==> src/rtl/apa102_out.sv <==
// APA102 frame transmitter: 32-bit zero start frame, seven LED frames, 32-bit ones end frame.
// Define APA102_OUT_HDR_FORCE_EN to force bits [31:29] of every LED frame to 3'b111.
module apa102_out #(
    parameter int unsigned CLK_DIV = 4
) (
    input  logic         clk,
    input  logic         rst_n,
    input  logic [223:0] data_in,
    input  logic         start,
    output logic         busy,
    output logic         done,
    output logic         sck,
    output logic         sda
);

    typedef enum logic [1:0] {IDLE, START_FRAME, DATA, END_FRAME} state_t;

    localparam logic [7:0] DIV_LAST = 8'(CLK_DIV - 1);
    localparam logic [8:0] LAST_BIT = 9'd287;

`ifdef APA102_OUT_HDR_FORCE_EN
    localparam logic [223:0] HDR_MASK = {7{32'hE000_0000}};
`else
    localparam logic [223:0] HDR_MASK = '0;
`endif

    state_t         state_q;
    logic   [7:0]   div_q;
    logic   [8:0]   bit_q;
    logic   [223:0] shift_q;
    logic           sck_q;
    logic           sda_q;
    logic           busy_q;
    logic           done_q;

    state_t         state_d;
    logic   [8:0]   bit_d;
    logic           sda_d;

    // Frame segment and data bit for the bit that follows the current one.
    always_comb begin
        bit_d = bit_q + 9'd1;
        if (bit_d >= 9'd256) begin
            sda_d   = 1'b1;
            state_d = END_FRAME;
        end else if (bit_d >= 9'd32) begin
            sda_d   = shift_q[223];
            state_d = DATA;
        end else begin
            sda_d   = 1'b0;
            state_d = START_FRAME;
        end
    end

    // NOTE: all state is updated with non-blocking assignments so every flop samples pre-edge values.
    always_ff @(posedge clk or negedge rst_n) begin
        if (!rst_n) begin
            state_q <= IDLE;
            div_q   <= '0;
            bit_q   <= '0;
            shift_q <= '0;
            sck_q   <= 1'b0;
            sda_q   <= 1'b0;
            busy_q  <= 1'b0;
            done_q  <= 1'b0;
        end else begin
            done_q <= 1'b0;
            case (state_q)
                IDLE: begin
                    if (start) begin
                        shift_q <= data_in | HDR_MASK;
                        state_q <= START_FRAME;
                        div_q   <= '0;
                        bit_q   <= '0;
                        sck_q   <= 1'b0;
                        sda_q   <= 1'b0;
                        busy_q  <= 1'b1;
                    end
                end
                default: begin
                    if (div_q != DIV_LAST) begin
                        div_q <= div_q + 8'd1;
                    end else begin
                        div_q <= '0;
                        if (!sck_q) begin
                            sck_q <= 1'b1;
                        end else begin
                            // End of a high phase: sda only ever moves here, keeping it stable while sck is high.
                            sck_q <= 1'b0;
                            if (bit_q == LAST_BIT) begin
                                state_q <= IDLE;
                                bit_q   <= '0;
                                sda_q   <= 1'b0;
                                busy_q  <= 1'b0;
                                done_q  <= 1'b1;
                            end else begin
                                bit_q   <= bit_d;
                                sda_q   <= sda_d;
                                state_q <= state_d;
                                if (state_d == DATA) begin
                                    shift_q <= {shift_q[222:0], 1'b0};
                                end
                            end
                        end
                    end
                end
            endcase
        end
    end

    assign busy = busy_q;
    assign done = done_q;
    assign sck  = sck_q;
    assign sda  = sda_q;

endmodule

==> config.mk <==
export PLATFORM = sky130hd
export DESIGN_NAME = apa102_out
export DESIGN_NICKNAME = d
export VERILOG_FILES = /design/src/rtl/apa102_out.sv
export SDC_FILE = /design/constraint.sdc
export NUM_CORES = 1
export LEC_CHECK = 0
export CORE_MARGIN = 2
export CORE_UTILIZATION = 46
export DETAILED_ROUTE_END_ITERATION = 8
export PLACE_DENSITY = 0.72
export SLEW_MARGIN = 40
export SYNTH_ARGS = -nofsm -noshare
export SYNTH_HDL_FRONTEND = slang
export SYNTH_SLANG_ARGS = --single-unit
==> constraint.sdc <==
create_clock -name clk -period 3.4 [get_ports clk]
set_input_delay 0.51 -clock clk [delete_from_list [all_inputs] [get_ports clk]]
set_output_delay 0.51 -clock clk [all_outputs]
set_load 0.03 [all_outputs]
* After elaboration in Yosys (flattened, before gate mapping)
Index checks and enable logic that the tools add are counted.
** Storage, ports and cells
- Flip-flop bits (word level) :: 247
- Input bits :: 227
- Output and inout port bits :: 4
- Word-level logic and storage cells :: 66
** Operators by class
- Add/subtract/negate cells :: 2
- Order comparisons :: 2
- Eq/ne operators :: 6
- Multiplexer cells :: 40
- Reductions and logical operators :: 8
** Operators by type and width (number)
- 224-bit 2-to-1 mux :: 6
- 9-bit 2-to-1 mux :: 5
- 8-bit 2-to-1 mux :: 3
- 1-bit 2-to-1 mux :: 19
- 2-bit 2-to-1 mux :: 7
- 9-bit by 1-bit adder with 9-bit output (second input constant) :: 1
- 9-bit equality test (second input constant) :: 1
- 9-bit by 6-bit greater-or-equal comparator with 1-bit output (second input constant) :: 1
- 9-bit greater-or-equal comparator (second input constant) :: 1
- 8-bit by 1-bit adder with 8-bit output (second input constant) :: 1
- 8-bit by 2-bit != test with 1-bit output (second input constant) :: 1
- 2-bit nonzero test :: 3
- 5-bit AND reduction :: 1
- 2-bit by 1-bit != test with 1-bit output (second input constant) :: 2
- 4-bit AND reduction :: 1
- 3-bit AND reduction :: 1
- 2-bit equality test (second input constant) :: 1
- 2-bit zero test :: 1
- 2-bit != test (second input constant) :: 1
- 2-bit AND reduction :: 1

* Longest topological paths before layout
Gate-level depths: netlist of the first run.
- Word-level depth :: 10
- Depth in mapped cells :: 9
- Depth with buffers taken out :: 6

* Worst setup path after synthesis of the first run
Ideal clock, no wire load.
- Path type :: flip-flop to flip-flop
- From :: register div_q[0]
- To :: register shift_q[10]
- Library setup time :: 0.082 ns
- Arrival time :: 2.294 ns
- Data required time :: 3.318 ns
- Slack :: 1.024 ns
- Cell stages (with the launch flop) :: 10
- Path buffers :: 3
- Clock period less this slack :: 2.376 ns
- Cells stage by stage :: dfrtp_1 > ha_1 > or4b_4 > o31ai_4 > nand2_1 > or2_1 > buf_6 > buf_6 > buf_6 > a22oi_2
** On the way
- Cells in the longest elaborated chain, start to end :: 3
** RTL lines
- from (decl) :: RTL line 28 : logic [7:0] div_q;
- from (signal assigned) :: RTL line 82 : div_q <= div_q + 8'd1;
- 8-bit by 2-bit != test with 1-bit output :: RTL line 81 : if (div_q != DIV_LAST) begin
- 2-bit by 1-bit != test with 1-bit output (no line)
- 5-bit AND reduction (no line)
- to (signal assigned) :: RTL line 71 : shift_q <= data_in | HDR_MASK;
- to (signal assigned) :: RTL line 101 : shift_q <= {shift_q[222:0], 1'b0};
- to (decl) :: RTL line 30 : logic [223:0] shift_q;
No other way between the ends.
A chain may end at the register's enable or synchronous reset.

* Final worst setup path of the first run
- From :: register bit_q[0]
- To :: register shift_q[180]
** On the way
- Cells in the longest elaborated chain, start to end :: 7
- Elaborated cells between the ends (all ways) :: 10
- Classes of those cells :: add/sub (1); order compare (2); eq/ne (3); mux (2); reduce/logical (2)
** RTL lines
- from (decl) :: RTL line 29 : logic [8:0] bit_q;
- from (signal assigned) :: RTL line 97 : bit_q <= bit_d;
- 9-bit by 1-bit adder with 9-bit output :: RTL line 42 : bit_d = bit_q + 9'd1;
- 9-bit by 6-bit greater-or-equal comparator with 1-bit output :: RTL line 46 : end else if (bit_d >= 9'd32) begin
- 2-bit 2-to-1 mux :: RTL line 46
- 2-bit 2-to-1 mux :: RTL line 43 : if (bit_d >= 9'd256) begin
- 2-bit equality test :: RTL line 100 : if (state_d == DATA) begin
- 2-bit nonzero test (no line)
- 5-bit AND reduction (no line) (*)
Mark *: on every way between the ends. The rest lies on a longest branch, timed or not.

==> key figures, run 1 <==
CTS
  • Clk buf depth: 3
  • Clock transition at path regs: 60 ps
  • Num CTS Buffers: 27
  • CTS Root Cell: clkbuf_16
  • Clk sinks: 247
  • Hold-fix buffers, CTS: 1
  • Setup bufs post-CTS: 0
  • H-Tree Depth: 1
  • CTS tree: done
  • Worst-Skew Late Latency: 520 ps
  • Resized cells post-CTS: 0

Floorplanning
  • Core outline area: 26200 sq um
  • Cell Rows: 59
  • Die width: 168 um
  • Die footprint: 28100 sq um
  • Chip Height: 168 um
  • Initial Utilization: 47.0%
  • I/O pin total: 231

Routing
  • WL per Instance: 17.9 um
  • Vias: 9401
  • DRC errors left: 0
  • Vias/cell: 5.63
  • Final wirelength: 29.9 mm
  • Initial drt markers: 831
  • Post-route ant nets: 0
  • DRT Pass-1 Iters: 5

Worst setup path
  • Slack of the worst reg-to-reg path: 540 ps
  • Buf/Inv on CP: 1
  • Reg2Reg Capture Point: shift_q[180]
  • Req. time, crit path: 3760 ps
  • CP Launch Point: bit_q[0]
  • FF-to-FF Start: bit_q[0]
  • Startpoint Class: register
  • Reg2reg path depth: 7
  • Slowest stage cell on the critical path: or2_4
  • Worst EP arrival: 3220 ps
  • Crit. End Element: register
  • CP peak stage delay: 530 ps
  • Critical path peak fanout: 73
  • Largest delay share family, worst path: simple AND/OR/NAND/NOR gates
  • Setup CP Type: register to register
  • CP cell instances: ha_1 > nand3_1 > or3_1 > nand4_1 > or2_4 > buf_12 > a22oi_1

Power
  • Total power: 12500 uW
  • Worst VDD drop: 0.436 mV
  • Pleak: 0.00616 uW
  • Pwr per Cell Area: 795 nW/um^2

Timing
  • Final Hold Vio Count: 0
  • Final critical-path required period: 2860 ps
  • Worst setup margin: 544 ps
  • Setup Skew: 13.6 ps
  • Worst-Margin Slew: 759 ps
  • Maximum clock rate: 0.350 GHz
  • Fin. max-slew vios: 0
  • Slew HR: 49.4%
  • Min Hold Slack: 472 ps
  • Tcrit/Tclk final: 84.0%
  • # setup viols final: 0
  • Setup TNS: 0 ps
  • RSZ-0062 raised after global routing: no

Synthesis
  • Synth Instances: 1136
  • Register area share after synthesis: 50.2%
  • Library cells used by synthesis: 40
  • Yosys reg bits: 247
  • Post-Syn Area: 12300 sq um
  • Syn Nets: 1365
  • Syn Area/Cell: 10.8 sq um
  • Total number of yosys warnings: 0

Layout
  • Area grow syn2layout: 27.4%
  • Register area: 6180 sq um
  • Final net count: 1546
  • Final Cell Area: 15700 sq um
  • Area of the multi-input gates: 5580 sq um
  • Share of layout cells above drive strength 1: 8.16%
  • Filler cells: 2157

Placement
  • Port bufs: 230
  • Dpl ws: 391 ps
  • Detailed placement HPWL: 19.1 mm
  • RePlAce Congestion: 0.833
  • Placed instance area: 14800 sq um

Worst hold path
  • Worst hold path type: input port to asynchronous set/reset pin

GRT
  • Met1 Usage GRT: 30.3%
  • First-pass GRT wire length: 48.7 mm
  • Pin count of the biggest net entering global routing: 119
  • Grt ovf: 0
  • Global route hottest layer: met2
  • GRT Total Usage: 20.8%
  • Met3 GRT Util: 4.23%
  • Met2 Track Usage GR: 32.4%
  • Initial antenna violation count: 0
  • Vias in the first global route: 9398

Flow run
  • Max-Cap Viols: 0

Status
  • Outcome: finished, final reports clean
## logic make-up (layout without fill, tap and decap cells)
family	after synthesis	in the layout	share of synthesized area, %
muxes	223	223	18.1
buffers and inverters	106	305	4.64
adders and majority gates	2	2	0.203
other	0	1	0
xor gates and xnor gates	3	3	0.213
DFF	247	247	50.2
AOI/OAI and AO/OA	265	265	17.0
and+or+nand+nor	290	290	9.61
## worst max path at each step
stage	depth (start not counted)	slack, ps	end
CTS	7	570	shift_q[180]
floorplan	9	1020	shift_q[10]
global route	7	370	shift_q[107]
global placement	7	470	shift_q[105]
detailed placement	7	390	shift_q[38]
finish	7	540	shift_q[180]
## synthesized netlist by cell type
master    count  share of area, %
or3_1         4              0.20
nor2_1      233               7.1
nand3_1       9              0.37
ha_1          2              0.20
and4_1        1             0.071
o21ai_0      25               1.0
a31oi_1       1             0.051
xnor2_1       1             0.071
o21ai_1       1             0.041
o211ai_1      1             0.061
and2_0        1             0.051
nor3_1        3              0.12
nand2_1      18              0.55
a21o_1        2              0.12
or2_1         1             0.051
or4b_4        1              0.11
buf_4         3              0.18
a22oi_2      33               3.4
nand2b_1      2              0.10
or3b_2        1             0.071
o31ai_1       2              0.12
buf_6        19               1.7
xor2_1        2              0.14
nand4_1       5              0.25
a22oi_1     190                12
dfrtp_1     247                50
and3_1        8              0.41
or2_2         1             0.051
a31o_2        1             0.071
mux2i_1     223                18
o21ai_2       1             0.071
buf_1         2             0.061
o41ai_1       1             0.071
buf_2        16              0.65
o31ai_4       1              0.17
a22o_1        1             0.071
a21oi_1       5              0.20
clkbuf_1     63               1.9
inv_1         3             0.091
and2_1        2              0.10
## layout by cell type, fill, tap and decap left out, types with 8 or more instances in the layout
cell type	n
a22oi_1	190
mux2i_1	223
dfrtp_1	247
nand3_1	9
buf_4	13
and3_1	8
nor2_1	232
clkbuf_16	27
o21ai_0	25
buf_12	10
a22oi_2	33
clkdlybuf4s50_1	229
nand2_1	18
## flip-flops by register name (all words and copies together), names as in the netlist
register  flops
shift_q     224
bit_q         9
div_q         8
state_q       2
busy          1
done          1
sck           1
sda           1
## layer usage
layer / wire [um] / vias to the layer above
li1: - / 4488
met1: 13700 / 4624
met2: 13700 / 245
met3: 1840 / 44
met4: 556 / 0
met5: 0 / -
## stage by stage
stage          instances  utilization [%]
6_report            1671             59.8
5_1_grt             1670             59.8
4_1_cts             1670             59.8
3_5_place_dp        1622             56.6
3_3_place_gp        1621             56.5
2_1_floorplan       1136                -
## report_power, final
group | internal [uW] | switching, uW | leakage, uW
registers | 4180 | 726 | 0.00265
logic | 2270 | 2480 | 0.00309
clock network | 1640 | 1170 | 0.000421
## layout make-up
cell class	count	area share (%)
Antenna cell	1	0.0160
Clock buffer	37	4.87
Clock inverter	10	0.519
Inverter	3	0.0718
Multi-Input combinational cell	783	35.6
Sequential cell	247	39.4
Tap cell	335	2.67
Timing Repair Buffer	255	16.9
No activity file was read; power rests on OpenSTA's default activity.
==> inputs of run 2 (changes only) <==
- clock period: 3.4 -> 2.65 ns (I/O delays scaled with it)
==> key figures, run 2 (synthesized netlist as in run 1, its figures left out) <==
Status
  • Outcome: finished, final reports clean

Layout
  • Final Cell Area: 16100 sq um
  • Largest registers: shift_q: 224 flops, bit_q: 9 flops, div_q: 8 flops
  • Flip-flop count of the largest register after layout: 224
  • Final net count: 1567
  • Largest register by flop count: shift_q
  • Area grow syn2layout: 30.5%
  • Commonest cells after routing, fill and taps aside: dfrtp_1 (247), nor2_1 (232), clkdlybuf4s50_1 (229)
  • # diodes: 0
  • Commonest non-fill, non-tap cell in the layout: dfrtp_1
  • Share of layout cells above drive strength 1: 9.73%

Placement
  • Port bufs: 230
  • Detailed placement HPWL: 19.6 mm
  • RePlAce Congestion: 0.878
  • Placed instance area: 15100 sq um

Worst setup path
  • Slowest stage cell on the critical path: dfrtp_1
  • FF-to-FF Start: bit_q[0]
  • Reg2Reg Capture Point: shift_q[101]
  • Slack of the worst reg-to-reg path: 130 ps
  • CP cell instances: ha_1 > and3_1 > o211ai_1 > nand4_1 > or2_4 > buf_12 > a22oi_1
  • Req. time, crit path: 3080 ps
  • Startpoint Class: register
  • Largest delay share family, worst path: simple AND/OR/NAND/NOR gates
  • Setup CP Type: register to register
  • Buf/Inv on CP: 1
  • Crit. End Element: register
  • Worst EP arrival: 2950 ps
  • CP peak stage delay: 440 ps
  • Levels on crit path: 7
  • Reg2reg path depth: 7
  • Critical path peak fanout: 78

Timing
  • Slew HR: 46.6%
  • Setup TNS: 0 ps
  • # setup viols final: 0
  • RSZ-0062 raised after global routing: no
  • Final critical-path required period: 2520 ps
  • Final Hold Vio Count: 0
  • Setup Skew: 10.1 ps
  • Fin. max-slew vios: 0
  • Tcrit/Tclk final: 95.0%
  • Worst-Margin Slew: 800 ps
  • Maximum clock rate: 0.397 GHz

Floorplanning
  • Core outline area: 26200 sq um
  • I/O pin total: 231
  • Initial Utilization: 47.0%
  • Die footprint: 28100 sq um
  • Die width: 168 um
  • Cell Rows: 59
  • Chip Height: 168 um

Routing
  • DRT Pass-1 Iters: 5
  • Post-route ant nets: 0
  • Vias: 9552
  • Initial drt markers: 861
  • WL per Instance: 17.8 um
  • Vias/cell: 5.65
  • Final wirelength: 30.2 mm
  • DRC errors left: 0

GRT
  • GRT Total Usage: 20.9%
  • Vias in the first global route: 9760
  • Initial antenna violation count: 1
  • Pin count of the biggest net entering global routing: 107
  • First-pass GRT wire length: 49.1 mm
  • Grt ovf: 0

Worst hold path
  • Worst hold path type: input port to asynchronous set/reset pin

CTS
  • Clk sinks: 247
  • H-Tree Depth: 1
  • Clock transition at path regs: 60 ps
  • CTS tree: done
  • Num CTS Buffers: 27
  • CTS Root Cell: clkbuf_16
  • Worst-Skew Late Latency: 530 ps
  • Clk buf depth: 3

Power
  • Pleak: 0.00634 uW
  • Pwr per Cell Area: 1030 nW/um^2
  • Worst VDD drop: 0.609 mV

Flow run
  • Max-Cap Viols: 0
==> run 2: area by class of cell <==
cell class	instances	area, sq um
Timing Repair Buffer	276	2960
Fill cell	2178	10100
Clock buffer	39	791
Inverter	3	11.3
Multi-Input combinational cell	783	5580
Sequential cell	247	6180
Tap cell	335	419
Clock inverter	9	124
==> run 2: worst max path at each step <==
stage	start	endpoint	slack [ps]
floorplan	div_q[0]	shift_q[10]	270
global placement	start	shift_q[46]	110
detailed placement	start	shift_q[58]	80
global route	div_q[1]	bit_q[6]	10
finish	bit_q[0]	shift_q[101]	130
CTS	div_q[1]	shift_q[112]	120
==> run 2: stage by stage <==
stage | utilization, % | power [uW] | setup slack, ps | hold slack (ps) | instances
final | 61.3 | 16600 | 133 | 461 | 1692
after global routing | 61.3 | 17700 | 12.3 | 489 | 1692
after CTS | 61.2 | 16600 | 121 | 483 | 1690
after detailed placement | 57.7 | 12700 | 77.6 | 468 | 1641
after global placement | 57.7 | 12500 | 114 | 464 | 1641
after floorplan | - | 10900 | 274 | 102 | 1136
==> run 2: metal layers <==
| layer | wire length, um | part of all wire, % | track usage (%) | vias to the layer above |
|---|---|---|---|---|
| li1 | - | - | - | 4543 |
| met1 | 13800 | 46 | 29.5 | 4688 |
| met2 | 14000 | 46 | 33.5 | 269 |
| met3 | 1620 | 5.4 | 3.43 | 52 |
| met4 | 745 | 2.5 | 5.75 | 0 |
| met5 | 0 | 0 | 0 | - |
==> run 2: power breakdown <==
group / switching (uW) / leakage, uW / total [uW] / internal (uW)
Combinational: 3270 / 0.00324 / 6420 / 3150
Clock: 1510 / 0.000455 / 3860 / 2350
Sequential: 924 / 0.00265 / 6280 / 5360
Total: 5700 / 0.00634 / 16600 / 10900
==> run 2: what timing repair did <==
item	CTS	global route
endpoints found under the hold margin	78	0
gates resized for setup	0	2
setup endpoints to repair	0	48
hold buffers	1	0
buffers inserted	0	1
==> inputs of run 3 (changes only) <==
- ABC_CLOCK_PERIOD_IN_PS: not set -> 2650
==> results of run 3 <==
Same layout as run 2: the final DEF is identical, and so are final timing and power.
